--- src/rtl/div_iter_pkg.sv ---
// Shared definitions for the iterative divider: FSM state encoding and the
// ALU control encodings the datapath decodes into div_iter.start.
package div_iter_pkg;

   typedef enum logic [1:0] {
      IDLE = 2'd0,
      BUSY = 2'd1,
      DONE = 2'd2
   } state_t;

   // alucontrol encodings for the two divide instructions
   localparam logic [3:0] DIV_CONTROL  = 4'b1010;
   localparam logic [3:0] DIVU_CONTROL = 4'b1011;

endpackage

--- src/rtl/div_iter.sv ---
// Multi-cycle radix-2 restoring divider (DIV / DIVU) for the EX stage.
// Produces {remainder, quotient} WIDTH+1 cycles after start is accepted.
module div_iter
   import div_iter_pkg::*;
#(
   parameter int WIDTH = 32
) (
   input  logic                 clk,
   input  logic                 rst,
   input  logic                 start,
   input  logic                 signed_div,
   input  logic [WIDTH-1:0]     opa,
   input  logic [WIDTH-1:0]     opb,
   input  logic                 annul,
   output logic                 ready,
   output logic                 busy,
   output logic [2*WIDTH-1:0]   result
);

   localparam int CW = (WIDTH > 1) ? $clog2(WIDTH) : 1;

   state_t            state;
   logic [CW-1:0]     cnt;
   logic [WIDTH-1:0]  rem;
   logic [WIDTH-1:0]  quo;
   logic [WIDTH-1:0]  dvs;
   logic              q_neg;
   logic              r_neg;

   logic [WIDTH:0]    shifted;
   logic [WIDTH:0]    diff;
   logic [WIDTH-1:0]  rem_nxt;
   logic [WIDTH-1:0]  quo_nxt;
   logic [WIDTH-1:0]  q_fix;
   logic [WIDTH-1:0]  r_fix;
   logic [WIDTH-1:0]  opa_mag;
   logic [WIDTH-1:0]  opb_mag;
   logic              accept;
   logic              last;

   assign accept  = (state == IDLE) && start && !annul;
   assign last    = (cnt == CW'(WIDTH - 1));
   // 0x80000000 negates to itself, which is the correct unsigned magnitude
   assign opa_mag = (signed_div && opa[WIDTH-1]) ? -opa : opa;
   assign opb_mag = (signed_div && opb[WIDTH-1]) ? -opb : opb;

   // One restoring step: shift the next dividend bit in, try the subtract.
   // The borrow bit of diff decides whether the subtract is kept.
   always_comb begin
      // NOTE: every always_comb output gets a default first so no path can infer a latch.
      rem_nxt = '0;
      quo_nxt = '0;
      shifted = {rem, quo[WIDTH-1]};
      diff    = shifted - {1'b0, dvs};
      if (diff[WIDTH]) begin
         rem_nxt = shifted[WIDTH-1:0];
         quo_nxt = {quo[WIDTH-2:0], 1'b0};
      end else begin
         rem_nxt = diff[WIDTH-1:0];
         quo_nxt = {quo[WIDTH-2:0], 1'b1};
      end
      q_fix = q_neg ? -quo_nxt : quo_nxt;
      r_fix = r_neg ? -rem_nxt : rem_nxt;
   end

   // NOTE: sequential state uses non-blocking assignments so every register samples pre-edge values.
   always_ff @(posedge clk or posedge rst) begin
      if (rst) begin
         state <= IDLE;
         ready <= 1'b0;
         busy  <= 1'b0;
      end else begin
         case (state)
            IDLE: begin
               if (accept) begin
                  state <= BUSY;
                  busy  <= 1'b1;
               end
            end
            BUSY: begin
               if (annul) begin
                  state <= IDLE;
                  busy  <= 1'b0;
               end else if (last) begin
                  state <= DONE;
                  busy  <= 1'b0;
                  ready <= 1'b1;
               end
            end
            DONE: begin
               // start is ignored here; the stalled instruction leaves E on this edge
               state <= IDLE;
               ready <= 1'b0;
            end
            default: begin
               state <= IDLE;
               ready <= 1'b0;
               busy  <= 1'b0;
            end
         endcase
      end
   end

   always_ff @(posedge clk or posedge rst) begin
      if (rst) begin
         cnt    <= '0;
         rem    <= '0;
         quo    <= '0;
         dvs    <= '0;
         q_neg  <= 1'b0;
         r_neg  <= 1'b0;
         result <= '0;
      end else if (accept) begin
         cnt    <= '0;
         rem    <= '0;
         quo    <= opa_mag;
         dvs    <= opb_mag;
         q_neg  <= signed_div && (opa[WIDTH-1] ^ opb[WIDTH-1]) && (|opb);
         r_neg  <= signed_div && opa[WIDTH-1];
      end else if ((state == BUSY) && !annul) begin
         cnt <= cnt + CW'(1);
         rem <= rem_nxt;
         quo <= quo_nxt;
         if (last) begin
            result <= {r_fix, q_fix};
         end
      end
   end

endmodule

--- config.mk ---
export PLATFORM = sky130hd
export DESIGN_NAME = div_iter
export DESIGN_NICKNAME = d
export VERILOG_FILES = /design/src/rtl/div_iter_pkg.sv /design/src/rtl/div_iter.sv
export SDC_FILE = /design/constraint.sdc
export NUM_CORES = 1
export LEC_CHECK = 0
export CORE_UTILIZATION = 39
export CTS_CLUSTER_DIAMETER = 80
export DETAILED_ROUTE_END_ITERATION = 16
export GPL_TIMING_DRIVEN = 0
export PLACE_DENSITY = 0.71
export REMOVE_ABC_BUFFERS = 1
export SYNTH_ARGS = -nofsm -noshare
export SYNTH_HDL_FRONTEND = slang
export SYNTH_SLANG_ARGS = --single-unit
export TNS_END_PERCENT = 1
--- constraint.sdc ---
create_clock -name clk -period 5.27 [get_ports clk]
set_input_delay 0.7905 -clock clk [delete_from_list [all_inputs] [get_ports clk]]
set_output_delay 0.7905 -clock clk [all_outputs]
set_load 0.02 [all_outputs]
==> flow_metrics.tcl <==
set metrics [dict create \
    multi_input_area_mm2 0.00759 \
    grt_pass1_vias 11369 \
    holdBufCountCts 0 \
    max_freq_ghz 0.197 \
    critPathKind "reg -> reg" \
    dieHeight_um 179 \
    fill_cells 2936 \
    synth-edff-count 0 \
    synthTopCellsByArea "dfrtp_1 35%, nand2_1 8.3%, o21ai_0 7.6%" \
    outcome "complete, no violations" \
    fin_area_mm2 0.0148 \
    grtUsageTotal 0.234 \
    routed_wl_um 36700 \
    crit_arrival_ps 5460 \
    seq_area_frac_synth 0.351 \
    io_pins 135 \
    fin_crit_ps 5080 \
    routed_via_density 5.74 \
    tightest_slew_ps 1300 \
    ir_drop_uv 193 \
    dp.cells 1985 \
    grt_max_degree 109 \
    synth_area_mm2 0.0122 \
    hpwlAfterDp_um 26800 \
    gp_congestion 0.927 \
    p_per_area_mw_per_mm2 293 \
    cts_buffer_depth 2 \
    syn-instance-count 1523 \
    final_common_cell "nand2_1" \
    cp.required_ps 5660 \
    dominantRegCellSynth "dfrtp_1" \
    synth_top_cell_area_share 0.351 \
    ys_ff_latch 171 \
    drtIter0Drc 781 \
    final-hold-violation-count 0 \
    num_vias 11668 \
    yosysTopAreaCell "dfrtp_1" \
    hold_path_class "reg -> reg" \
    min_period_over_period 0.963 \
    ys_types 70 \
    numPortBuffers 134 \
    drt-pass1-iter-count 8 \
    grt_pass1_wl_um 58700 \
    initial_core_util 0.397 \
    path_max_fanout 5 \
    slew_viol_final 0 \
    slew-limit-headroom 0.133 \
    insertion_delay_ps 450 \
    cp-end-kind "flop" \
    rsz0062_at_grt "no" \
    cts_max_level 4 \
    drive_gt1_frac 0.0648 \
    antenna_found_initial 1 \
    detailed_place.area_mm2 0.0139 \
    numCtsBuffers 17 \
    regArea_mm2 0.00428 \
    fin_skew_ps 13.9 \
    wl_per_cell_um 18.1 \
    yosysWarnings 0 \
    area_growth_pct 21.8 \
    cts_root_buf "clkbuf_16" \
    nets 1731 \
    stdcell_count 2032 \
    finalSetupViolations 0 \
    cts_sinks 171 \
    whs_ps 478 \
    final_cell_mix "267 x nand2_1, 184 x o21ai_0, 169 x dfrtp_1" \
    timing.setup.tns_ps 0 \
    die_area_mm2 0.0320 \
    postSynth.asyncResetShare 1.00 \
    drc 0 \
    final_antenna_net_count 0 \
    core_area_mm2 0.0307 \
    grt_overflow_total 0 \
    antennaDiodeCount 0 \
    dieWidth_um 179 \
    clk_pin_slew_ps 70 \
    row_count 64 \
    cts_tree "done" \
    leakagePower_uw 0.00622 \
    maxCapViolCount 0 \
    synth_area_per_cell_um2 8.00 \
    startpoint_type "flop" \
]
power by group:
| part | internal [uW] | switching [uW] |
|---|---|---|
| Sequential | 1450 | 177 |
| Clock | 755 | 583 |
| Combinational | 557 | 829 |
| Total | 2760 | 1590 |
timing repair:
action                                  CTS  global route
endpoints found under the setup margin   29            10
setup buffers                             8             5
cloned                                    2             0
pin swaps                                 5             5
resized for setup                        13            23
path summary, 6_finish.rpt:
path / startpoint / end / slack, ps / cells after the start
max: quo[31] / result[56] / 190 / 24
min: result[50] / result[50] / 480 / 2
max reg2reg: quo[31] / result[56] / 190 / 24
min reg2reg: result[50] / result[50] / 480 / 2
max in group asynchronous: rst / result[60] / 3590 / 3
min in group asynchronous: rst / result[32] / 770 / 2
worst max-delay path, stage by stage (launching register included):
cell	delay, ps
dfrtp_2	450
inv_1	100
ha_1	190
inv_1	60
fa_2	380
a211oi_2	280
o21a_1	220
a21o_1	250
a2111oi_4	100
buf_4	180
and3_4	170
nor2_8	170
buf_6	170
mux2i_4	280
ha_4	210
nand2_1	60
nor2_1	120
mux2i_2	140
nor3_1	220
and4_1	280
a21o_1	150
nand4_1	80
buf_4	170
or4_1	500
nand3_1	90
through the flow:
step	worst slack [ps]	total power, uW	utilization
after floorplan	-152	2510	-
after detailed placement	-1610	2940	0.454
after global placement	-2600	2900	0.447
final	193	4350	0.484
after global routing	40.4	4590	0.484
after CTS	64.2	4300	0.479
state kept, by name, summed over array words and instances, names as in the netlist:
signal,flops
ready,1
dvs,32
state,2
result,64
busy,1
r_neg,1
rem,32
quo,32
cnt,5
q_neg,1
cells by family after synthesis:
logic type      after synthesis  synth area share
mux                          42            0.0352
xor+xnor                    132            0.0948
flops                       171             0.351
fa+ha+maj                    39            0.0406
compound gates              444             0.226
buf+inv                     136            0.0427
simple gates                559             0.210
routing by layer:
layer  track usage  up-vias  wire [um]
li1              -     5628          -
met1         0.301     5571      16200
met2         0.379      394      17100
met3        0.0450       73       2260
met4         0.105        2       1140
met5             0        -         13
cells in the mapped netlist, types with 25 or more instances:
cell and count:
mux2i_1 35, nor3_1 25, nand3_1 26, a21oi_1 79
xnor2_1 65, clkbuf_1 65, ha_1 38, nand2_1 269
dfrtp_1 171, nor2_1 107, a31oi_1 40, inv_1 56
o21ai_0 185, xor2_1 67
final cells by class:
class,instances,share of cell area
multi-input combinational,1218,0.512
sequential,171,0.288
timing repair buffer,158,0.110
tap,396,0.0334
clock buffer,17,0.0287
inverter,57,0.0158
clock inverter,15,0.0126
Note: power is estimated with default switching activity, not from simulation.
